`src/rtl/paddle_match_ctrl_pkg.sv`:
```
// rtl/paddle_match_ctrl_pkg.sv - shared state codes, winner codes and default timing for the match sequencer
//
// Purpose: common definitions imported by paddle_match_ctrl and its smash gate.
//   match_state_e : state codes reported on match_state (IDLE=0 .. OVER=4)
//   WIN_*         : winner output codes
//   DEF_*         : default parameter values for the top level
//   width_for()   : bits needed to hold a value 0..max_val (minimum 1)
package paddle_match_ctrl_pkg;

  typedef enum logic [2:0] {
    PARTIDA_IDLE  = 3'd0,
    PARTIDA_SERVE = 3'd1,
    PARTIDA_PLAY  = 3'd2,
    PARTIDA_POINT = 3'd3,
    PARTIDA_OVER  = 3'd4
  } match_state_e;

  localparam logic [1:0] WIN_NONE = 2'b00;
  localparam logic [1:0] WIN_P1   = 2'b01;
  localparam logic [1:0] WIN_P2   = 2'b10;

  localparam int DEF_TICK_DIV       = 2500000;
  localparam int DEF_SERVE_TICKS    = 40;
  localparam int DEF_POINT_TICKS    = 20;
  localparam int DEF_WIN_SCORE      = 7;
  localparam int DEF_SMASH_COOLDOWN = 60;

  function automatic int width_for(input int max_val);
    int w;
    w = 1;
    while ((1 << w) <= max_val) w++;
    return w;
  endfunction

endpackage

```
`src/rtl/paddle_match_ctrl_if.sv`:
```
// rtl/paddle_match_ctrl_if.sv - button/ball-logic inputs and paddle-side outputs of the match sequencer
//
// Purpose: bundles every non-clock, non-reset signal of paddle_match_ctrl.
//   Inputs to the controller : start_n, smash_btn1_n, smash_btn2_n, ball_out_left, ball_out_right
//   Outputs of the controller: paddle_rst, paddle_freeze, smash1_n, smash2_n, ball_launch,
//                              serve_dir, score1, score2, winner, match_state
// Modports: master = environment (buttons, ball logic, paddles); slave = the controller.
interface paddle_match_ctrl_if;
  logic       start_n;
  logic       smash_btn1_n;
  logic       smash_btn2_n;
  logic       ball_out_left;
  logic       ball_out_right;
  logic       paddle_rst;
  logic       paddle_freeze;
  logic       smash1_n;
  logic       smash2_n;
  logic       ball_launch;
  logic       serve_dir;
  logic [3:0] score1;
  logic [3:0] score2;
  logic [1:0] winner;
  logic [2:0] match_state;

  modport master (
    output start_n, smash_btn1_n, smash_btn2_n, ball_out_left, ball_out_right,
    input  paddle_rst, paddle_freeze, smash1_n, smash2_n, ball_launch,
           serve_dir, score1, score2, winner, match_state
  );

  modport slave (
    input  start_n, smash_btn1_n, smash_btn2_n, ball_out_left, ball_out_right,
    output paddle_rst, paddle_freeze, smash1_n, smash2_n, ball_launch,
           serve_dir, score1, score2, winner, match_state
  );
endinterface

```
`src/rtl/paddle_match_ctrl_smash_gate.sv`:
```
// rtl/paddle_match_ctrl_smash_gate.sv - per-player smash button edge detect, cooldown and 1-cycle pulse
//
// Purpose: turns a raw active-low smash button into a single registered active-low pulse.
// Optional macro: SMASH_COOLDOWN_EN adds a cooldown counter (SMASH_COOLDOWN ticks) that drops
// presses arriving before it has run down; without it every enabled press fires.
// Ports:
//   clk, rst_n : clock, asynchronous active-low reset
//   btn_n      : raw smash button, active-low
//   enable     : 1 while the match is in live play
//   tick       : game tick strobe (SMASH_COOLDOWN_EN only)
//   clr        : clear the cooldown (SMASH_COOLDOWN_EN only)
//   smash_n    : registered active-low smash request, low for one cycle per accepted press
module paddle_match_ctrl_smash_gate (
  input  logic clk,
  input  logic rst_n,
  input  logic btn_n,
  input  logic enable,
`ifdef SMASH_COOLDOWN_EN
  input  logic tick,
  input  logic clr,
`endif
  output logic smash_n
);
`ifdef SMASH_COOLDOWN_EN
  import paddle_match_ctrl_pkg::*;
  parameter int SMASH_COOLDOWN = DEF_SMASH_COOLDOWN;
  localparam int CD_W = width_for(SMASH_COOLDOWN);
  logic [CD_W-1:0] cd_q, cd_d;
`endif

  logic sync_q, sync_d;
  logic prev_q, prev_d;
  logic smash_n_q, smash_n_d;
  logic fire;

  always_comb begin
    sync_d = btn_n;
    prev_d = sync_q;
    // Falling edge of the synchronised button; a held button stays low and never re-fires.
    fire   = prev_q & ~sync_q & enable;
`ifdef SMASH_COOLDOWN_EN
    if (cd_q != '0) fire = 1'b0;
    cd_d = cd_q;
    if (clr)                         cd_d = '0;
    else if (fire)                   cd_d = CD_W'(SMASH_COOLDOWN);
    else if (tick && (cd_q != '0))   cd_d = cd_q - 1'b1;
`endif
    smash_n_d = ~fire;
  end

  always_ff @(posedge clk or negedge rst_n) begin
    if (!rst_n) begin
      sync_q    <= 1'b1;
      prev_q    <= 1'b1;
      smash_n_q <= 1'b1;
`ifdef SMASH_COOLDOWN_EN
      cd_q      <= '0;
`endif
    end else begin
      sync_q    <= sync_d;
      prev_q    <= prev_d;
      smash_n_q <= smash_n_d;
`ifdef SMASH_COOLDOWN_EN
      cd_q      <= cd_d;
`endif
    end
  end

  assign smash_n = smash_n_q;
endmodule

```
`src/rtl/paddle_match_ctrl.sv`:
```
// rtl/paddle_match_ctrl.sv - two-paddle match sequencer: serve countdown, point pause, scoring, game over
//
// Purpose: drives paddle reset/freeze/smash, launches the ball and keeps score.
// Optional macro: SMASH_COOLDOWN_EN enables the per-player smash cooldown.
// Ports:
//   clk   : system clock
//   reset : asynchronous active-low reset
//   bus   : paddle_match_ctrl_if.slave (buttons, ball-out pulses in; paddle controls, score, state out)
module paddle_match_ctrl
  import paddle_match_ctrl_pkg::*;
#(
  parameter int TICK_DIV       = DEF_TICK_DIV,
  parameter int SERVE_TICKS    = DEF_SERVE_TICKS,
  parameter int POINT_TICKS    = DEF_POINT_TICKS,
  parameter int WIN_SCORE      = DEF_WIN_SCORE,
  parameter int SMASH_COOLDOWN = DEF_SMASH_COOLDOWN
) (
  input  logic               clk,
  input  logic               reset,
  paddle_match_ctrl_if.slave bus
);
  localparam int TICK_W = width_for(TICK_DIV - 1);
  localparam int CNT_W  = width_for((SERVE_TICKS > POINT_TICKS) ? SERVE_TICKS : POINT_TICKS);

  if (TICK_DIV < 1 || SERVE_TICKS < 1 || POINT_TICKS < 1 ||
      WIN_SCORE < 1 || WIN_SCORE > 15 || SMASH_COOLDOWN < 0) begin : g_bad_params
    $error("paddle_match_ctrl: parameter out of range");
  end

  match_state_e      state_q, state_d;
  logic              entry_q, entry_d;
  logic [TICK_W-1:0] tick_cnt_q, tick_cnt_d;
  logic [CNT_W-1:0]  cnt_q, cnt_d;
  logic [3:0]        score1_q, score1_d;
  logic [3:0]        score2_q, score2_d;
  logic [1:0]        winner_q, winner_d;
  logic              serve_dir_q, serve_dir_d;
  logic              start_sync_q, start_prev_q;
  logic              tick, start_fall, restart, freeze;
  logic              smash1_raw_n, smash2_raw_n;

  assign tick       = (tick_cnt_q == TICK_W'(TICK_DIV - 1));
  assign start_fall = start_prev_q & ~start_sync_q;
  assign restart    = (state_q == PARTIDA_OVER) && start_fall;

  always_comb begin
    tick_cnt_d  = tick ? '0 : tick_cnt_q + 1'b1;
    state_d     = state_q;
    cnt_d       = cnt_q;
    score1_d    = score1_q;
    score2_d    = score2_q;
    winner_d    = winner_q;
    serve_dir_d = serve_dir_q;

    unique case (state_q)
      PARTIDA_IDLE: begin
        if (start_fall) begin
          state_d = PARTIDA_SERVE;
          cnt_d   = CNT_W'(SERVE_TICKS);
        end
      end
      PARTIDA_SERVE: begin
        if (tick) begin
          if (cnt_q <= CNT_W'(1)) state_d = PARTIDA_PLAY;
          else                    cnt_d   = cnt_q - 1'b1;
        end
      end
      PARTIDA_PLAY: begin
        if (bus.ball_out_left && bus.ball_out_right) begin
          // Simultaneous goals are treated as a replay: same server, fresh countdown.
          state_d = PARTIDA_SERVE;
          cnt_d   = CNT_W'(SERVE_TICKS);
        end else if (bus.ball_out_right) begin
          score1_d    = score1_q + 4'd1;
          serve_dir_d = 1'b1;
          if (score1_d == 4'(WIN_SCORE)) begin
            state_d  = PARTIDA_OVER;
            winner_d = WIN_P1;
          end else begin
            state_d = PARTIDA_POINT;
            cnt_d   = CNT_W'(POINT_TICKS);
          end
        end else if (bus.ball_out_left) begin
          score2_d    = score2_q + 4'd1;
          serve_dir_d = 1'b0;
          if (score2_d == 4'(WIN_SCORE)) begin
            state_d  = PARTIDA_OVER;
            winner_d = WIN_P2;
          end else begin
            state_d = PARTIDA_POINT;
            cnt_d   = CNT_W'(POINT_TICKS);
          end
        end
      end
      PARTIDA_POINT: begin
        if (tick) begin
          if (cnt_q <= CNT_W'(1)) begin
            state_d = PARTIDA_SERVE;
            cnt_d   = CNT_W'(SERVE_TICKS);
          end else begin
            cnt_d = cnt_q - 1'b1;
          end
        end
      end
      PARTIDA_OVER: begin
        if (restart) begin
          state_d  = PARTIDA_SERVE;
          cnt_d    = CNT_W'(SERVE_TICKS);
          score1_d = 4'd0;
          score2_d = 4'd0;
          winner_d = WIN_NONE;
        end
      end
      default: state_d = PARTIDA_IDLE;
    endcase

    // Marks the first cycle of every state: drives the paddle recentre on SERVE and the launch on PLAY.
    entry_d = (state_d != state_q);
  end

  always_ff @(posedge clk or negedge reset) begin
    if (!reset) begin
      state_q      <= PARTIDA_IDLE;
      entry_q      <= 1'b0;
      tick_cnt_q   <= '0;
      cnt_q        <= '0;
      score1_q     <= 4'd0;
      score2_q     <= 4'd0;
      winner_q     <= WIN_NONE;
      serve_dir_q  <= 1'b0;
      start_sync_q <= 1'b1;
      start_prev_q <= 1'b1;
    end else begin
      state_q      <= state_d;
      entry_q      <= entry_d;
      tick_cnt_q   <= tick_cnt_d;
      cnt_q        <= cnt_d;
      score1_q     <= score1_d;
      score2_q     <= score2_d;
      winner_q     <= winner_d;
      serve_dir_q  <= serve_dir_d;
      start_sync_q <= bus.start_n;
      start_prev_q <= start_sync_q;
    end
  end

`ifdef SMASH_COOLDOWN_EN
  paddle_match_ctrl_smash_gate #(.SMASH_COOLDOWN(SMASH_COOLDOWN)) u_smash1 (
    .clk(clk), .rst_n(reset), .btn_n(bus.smash_btn1_n), .enable(state_q == PARTIDA_PLAY),
    .tick(tick), .clr(restart), .smash_n(smash1_raw_n)
  );
  paddle_match_ctrl_smash_gate #(.SMASH_COOLDOWN(SMASH_COOLDOWN)) u_smash2 (
    .clk(clk), .rst_n(reset), .btn_n(bus.smash_btn2_n), .enable(state_q == PARTIDA_PLAY),
    .tick(tick), .clr(restart), .smash_n(smash2_raw_n)
  );
`else
  paddle_match_ctrl_smash_gate u_smash1 (
    .clk(clk), .rst_n(reset), .btn_n(bus.smash_btn1_n), .enable(state_q == PARTIDA_PLAY),
    .smash_n(smash1_raw_n)
  );
  paddle_match_ctrl_smash_gate u_smash2 (
    .clk(clk), .rst_n(reset), .btn_n(bus.smash_btn2_n), .enable(state_q == PARTIDA_PLAY),
    .smash_n(smash2_raw_n)
  );
`endif

  assign freeze            = (state_q != PARTIDA_PLAY);
  assign bus.paddle_freeze = freeze;
  assign bus.paddle_rst    = (state_q == PARTIDA_IDLE) || ((state_q == PARTIDA_SERVE) && entry_q);
  assign bus.ball_launch   = (state_q == PARTIDA_PLAY) && entry_q;
  // Smash requests are forced inactive whenever paddles are frozen, including a press
  // accepted on the final cycle of play.
  assign bus.smash1_n      = smash1_raw_n | freeze;
  assign bus.smash2_n      = smash2_raw_n | freeze;
  assign bus.serve_dir     = serve_dir_q;
  assign bus.score1        = score1_q;
  assign bus.score2        = score2_q;
  assign bus.winner        = winner_q;
  assign bus.match_state   = state_q;
endmodule

```
`src/flat_wrapper.sv`:
```
// flat-port wrapper written by rule: the top's interface ports become plain ports
module paddle_match_ctrl_flat import paddle_match_ctrl_pkg::*;
#(
  parameter int TICK_DIV       = DEF_TICK_DIV,
  parameter int SERVE_TICKS    = DEF_SERVE_TICKS,
  parameter int POINT_TICKS    = DEF_POINT_TICKS,
  parameter int WIN_SCORE      = DEF_WIN_SCORE,
  parameter int SMASH_COOLDOWN = DEF_SMASH_COOLDOWN
)
  (clk, reset, bus_start_n, bus_smash_btn1_n, bus_smash_btn2_n, bus_ball_out_left, bus_ball_out_right, bus_paddle_rst, bus_paddle_freeze, bus_smash1_n, bus_smash2_n, bus_ball_launch, bus_serve_dir, bus_score1, bus_score2, bus_winner, bus_match_state);
  paddle_match_ctrl_if bus_i ();
  input  logic clk;
  input  logic reset;
  input wire logic [$bits(bus_i.start_n)-1:0] bus_start_n;
  input wire logic [$bits(bus_i.smash_btn1_n)-1:0] bus_smash_btn1_n;
  input wire logic [$bits(bus_i.smash_btn2_n)-1:0] bus_smash_btn2_n;
  input wire logic [$bits(bus_i.ball_out_left)-1:0] bus_ball_out_left;
  input wire logic [$bits(bus_i.ball_out_right)-1:0] bus_ball_out_right;
  output wire logic [$bits(bus_i.paddle_rst)-1:0] bus_paddle_rst;
  output wire logic [$bits(bus_i.paddle_freeze)-1:0] bus_paddle_freeze;
  output wire logic [$bits(bus_i.smash1_n)-1:0] bus_smash1_n;
  output wire logic [$bits(bus_i.smash2_n)-1:0] bus_smash2_n;
  output wire logic [$bits(bus_i.ball_launch)-1:0] bus_ball_launch;
  output wire logic [$bits(bus_i.serve_dir)-1:0] bus_serve_dir;
  output wire logic [$bits(bus_i.score1)-1:0] bus_score1;
  output wire logic [$bits(bus_i.score2)-1:0] bus_score2;
  output wire logic [$bits(bus_i.winner)-1:0] bus_winner;
  output wire logic [$bits(bus_i.match_state)-1:0] bus_match_state;
  assign bus_i.start_n = bus_start_n;
  assign bus_i.smash_btn1_n = bus_smash_btn1_n;
  assign bus_i.smash_btn2_n = bus_smash_btn2_n;
  assign bus_i.ball_out_left = bus_ball_out_left;
  assign bus_i.ball_out_right = bus_ball_out_right;
  assign bus_paddle_rst = bus_i.paddle_rst;
  assign bus_paddle_freeze = bus_i.paddle_freeze;
  assign bus_smash1_n = bus_i.smash1_n;
  assign bus_smash2_n = bus_i.smash2_n;
  assign bus_ball_launch = bus_i.ball_launch;
  assign bus_serve_dir = bus_i.serve_dir;
  assign bus_score1 = bus_i.score1;
  assign bus_score2 = bus_i.score2;
  assign bus_winner = bus_i.winner;
  assign bus_match_state = bus_i.match_state;
  paddle_match_ctrl #(.TICK_DIV(TICK_DIV), .SERVE_TICKS(SERVE_TICKS), .POINT_TICKS(POINT_TICKS), .WIN_SCORE(WIN_SCORE), .SMASH_COOLDOWN(SMASH_COOLDOWN)) u_core (.clk(clk), .reset(reset), .bus(bus_i));
endmodule
```
`config.mk`:
```
export PLATFORM = sky130hd
export DESIGN_NAME = paddle_match_ctrl_flat
export DESIGN_NICKNAME = d
export VERILOG_FILES = /design/src/rtl/paddle_match_ctrl_pkg.sv /design/src/rtl/paddle_match_ctrl_if.sv /design/src/rtl/paddle_match_ctrl_smash_gate.sv /design/src/rtl/paddle_match_ctrl.sv /design/src/flat_wrapper.sv
export SDC_FILE = /design/constraint.sdc
export NUM_CORES = 1
export LEC_CHECK = 0
export ABC_CLOCK_PERIOD_IN_PS = 2600
export CAP_MARGIN = 20
export CORE_MARGIN = 10
export CORE_UTILIZATION = 38
export CTS_BUF_LIST = sky130_fd_sc_hd__clkbuf_8
export CTS_CLUSTER_SIZE = 10
export DETAILED_ROUTE_END_ITERATION = 10
export PLACE_DENSITY = 0.64
export SYNTH_ARGS = -nofsm -noshare
export SYNTH_HDL_FRONTEND = slang
export SYNTH_HIERARCHICAL = 1
export SYNTH_SLANG_ARGS = --single-unit
```
`constraint.sdc`:
```
create_clock -name clk -period 2.6 [get_ports clk]
set_input_delay 0.52 -clock clk [delete_from_list [all_inputs] [get_ports clk]]
set_output_delay 0.52 -clock clk [all_outputs]
set_load 0.02 [all_outputs]
```
==> results.yml <==
logic_synthesis:
  synth_area_um2: 2680
  synth_edf_count: 0
  netlist_instances: 269
  ys_types: 54
  synthTopCellsByCount: "dfrtp_1, nor2_1, nand2_1"
  synth_seq_cells: 51
  synth_most_common_cell: "dfrtp_1"
  ys_async_sr_fraction: 1.00
  ys_warn_count: 6
  synth_top_cells_by_area: "dfrtp_1, dfstp_2, ha_1, xor2_1, nor2_1"
  yosysTopAreaCellShare: 0.402
  synth-seq-area-share: 0.480
  synth.avg_cell_area_um2: 9.95
  synthFlopType: "dfrtp_1"
  synth_area_leader_cell: "dfrtp_1"
  synth_nets: 286
clocking:
  htree_num_levels: 2
  clockRootBuffer: "clkbuf_8"
  clock_path_buffers: 2
  postCtsSetupBuffers: 0
  clkSlewWorstSetupHoldPaths_ns: 0.10
  cts_tree: "done"
  ctsResizeCount: 0
  ctsHoldBuffers: 0
  clock_latency_ns: 0.32
  cts_made_buffers: 5
  clock_sinks: 51
setup_path:
  crit_fanout: 4
  slowest_stage: "clkdlybuf4s50_1"
  cpPeakStageDelay_ns: 0.61
  end_kind: "primary output"
  path_delay_family: "simple AND/OR/NAND/NOR gates"
  cp.required_ns: 2.08
  startpoint_type: "flop"
  worstSetupPathType: "reg -> out"
  arrival_ns: 1.98
  path_buf_inv: 1
  cp_cell_sequence: "or3b_2 > nor2_1 > clkdlybuf4s50_1"
global_route:
  grt_max_degree: 36
  antenna_found_initial: 0
  grt_pass1_wl_um: 9590
  grt_pass1_vias: 2003
  grt_overflow: 0
  grt.total_usage: 0.105
routing:
  wl_per_cell_um: 14.1
  first_pass_iters: 4
  drt_iter0_drc: 100
  ant_nets: 0
  vias: 2088
  viasPerCell: 5.18
  drt_wl_total_um: 5690
  route.detailed.drc: 0
final_layout:
  antenna_cells: 0
  area_delta_synth_final_pct: 18.9
  finalNonFillerCells: 403
  nFillCells: 684
  nets: 323
  drive_gt1_frac: 0.117
floorplanning:
  start_util: 0.392
  die_h_um: 104
  die_area_um2: 10800
  core_um2: 6830
  dieWidth_um: 104
  rows: 30
  ios: 26
power:
  ir_drop_v: 0.000313
  leakage_nw: 1.38
  power_density_nw_per_um2: 563
timing:
  fmax_mhz: 399
  relSlewSlack: 0.494
  tightest_slew_ns: 0.758
  rsz0062_at_grt: "no"
  setup_viol: 0
  finalSetupTns_ns: 0
  period_share: 0.963
  finalMaxSlewViolations: 0
  period_needed_ns: 2.50
  finClkSkew_ns: 0.00453
  hold_violations: 0
place:
  port_buffers: 25
  dp_cells: 395
  post-dp-hpwl_um: 4180
  routabilityCongestion: 0.842
min_path:
  hp-class: "in -> async"
flow_run:
  maxCapViolations: 0
run_status:
  status: "complete, no violations"
==> layout by cell type (no fill, tap or decap), types with 6 or more instances in the layout <==
cell type,count
clkdlybuf4s50_1,24
dfrtp_1,43
and3_1,6
ha_1,10
nor2_1,24
o21ai_1,7
a21oi_1,12
nand2_1,23
nand3_1,13
inv_1,10
xnor2_1,9
buf_4,11
dfstp_2,8
xor2_1,11
o21ai_0,10
==> area by class of cell <==
cell class / instances / area [µm²] / share of cell area
Sequential cell: 51 / 1290 / 0.404
Tap cell: 96 / 120 / 0.0377
Clock inverter: 3 / 25.0 / 0.00786
Timing Repair Buffer: 36 / 328 / 0.103
Inverter: 11 / 41.3 / 0.0130
Multi-Input combinational cell: 201 / 1320 / 0.413
Clock buffer: 5 / 68.8 / 0.0216
==> worst register-to-register path, stage by stage (launching register included) <==
cell and delay, ns:
dfrtp_1 0.47, ha_1 0.28, nand3b_1 0.17, o31ai_1 0.48
nand2_1 0.13, a211o_1 0.36, a31o_2 0.26
==> cell families (layout without fill, tap and decap cells) <==
logic type,Yosys count,in the layout,synth area share
simple gates,113,113,0.235
compound gates,55,55,0.133
flops,51,51,0.480
xor+xnor,20,20,0.0654
buf+inv,17,55,0.0285
fa+ha+maj,10,10,0.0467
mux,3,3,0.0112
==> power by group <==
group | internal [mW] | leakage (nW) | total [mW] | switching, mW
registers | 0.856 | 0.641 | 0.918 | 0.0619
clock network | 0.197 | 0.0452 | 0.491 | 0.295
logic | 0.155 | 0.698 | 0.383 | 0.227
==> path summary, 6_finish.rpt <==
path,from,cells past startpoint,slack (ns),to
max,u_core/bus.match_state[0],3,0.1,bus_ball_launch
min,reset,1,0.26,u_core/tick_cnt_q[11]
max reg2reg,u_core/bus.score1[0],6,0.34,u_core/bus.winner[1]
min reg2reg,u_core/u_smash1/prev_d,0,0.37,u_core/u_smash1/prev_q
max in group asynchronous,reset,2,1.64,u_core/u_smash1/prev_q
min in group clk,u_core/u_smash1/prev_d,0,0.37,u_core/u_smash1/prev_q
==> per-layer routing <==
layer,vias to the layer above,part of all wire,track usage
met5,-,0,0
met4,0,0.010,0.0437
met3,6,0.051,0.0291
met2,54,0.46,0.160
met1,1004,0.48,0.136
li1,1024,-,-
==> through the flow <==
stage	power, mW	worst slack, ns	util	hold WS, ns	cell area (µm²)
final	1.79	0.0967	0.466	0.264	3180
after global routing	1.90	0.0181	0.466	0.309	3180
after CTS	1.80	0.0621	0.466	0.291	3180
after detailed placement	1.30	0.148	0.452	0.356	3090
after global placement	1.29	0.185	0.452	0.355	3090
after floorplan	1.18	0.433	-	0.224	2680
==> sequential cells by signal (all words and copies together), names as in the netlist <==
signal	cells
u_core/u_smash1/prev_q	1
u_core/u_smash1/smash_n	1
u_core/tick_cnt_q	22
u_core/bus.score1	4
u_core/entry_q	1
u_core/u_smash1/prev_d	1
u_core/start_sync_q	1
u_core/u_smash2/prev_d	1
u_core/bus.serve_dir	1
u_core/bus.match_state	3
u_core/bus.winner	2
u_core/start_prev_q	1
u_core/u_smash2/prev_q	1
u_core/cnt_q	6
u_core/bus.score2	4
u_core/u_smash2/smash_n	1
Note: power is estimated with default switching activity, not from simulation.
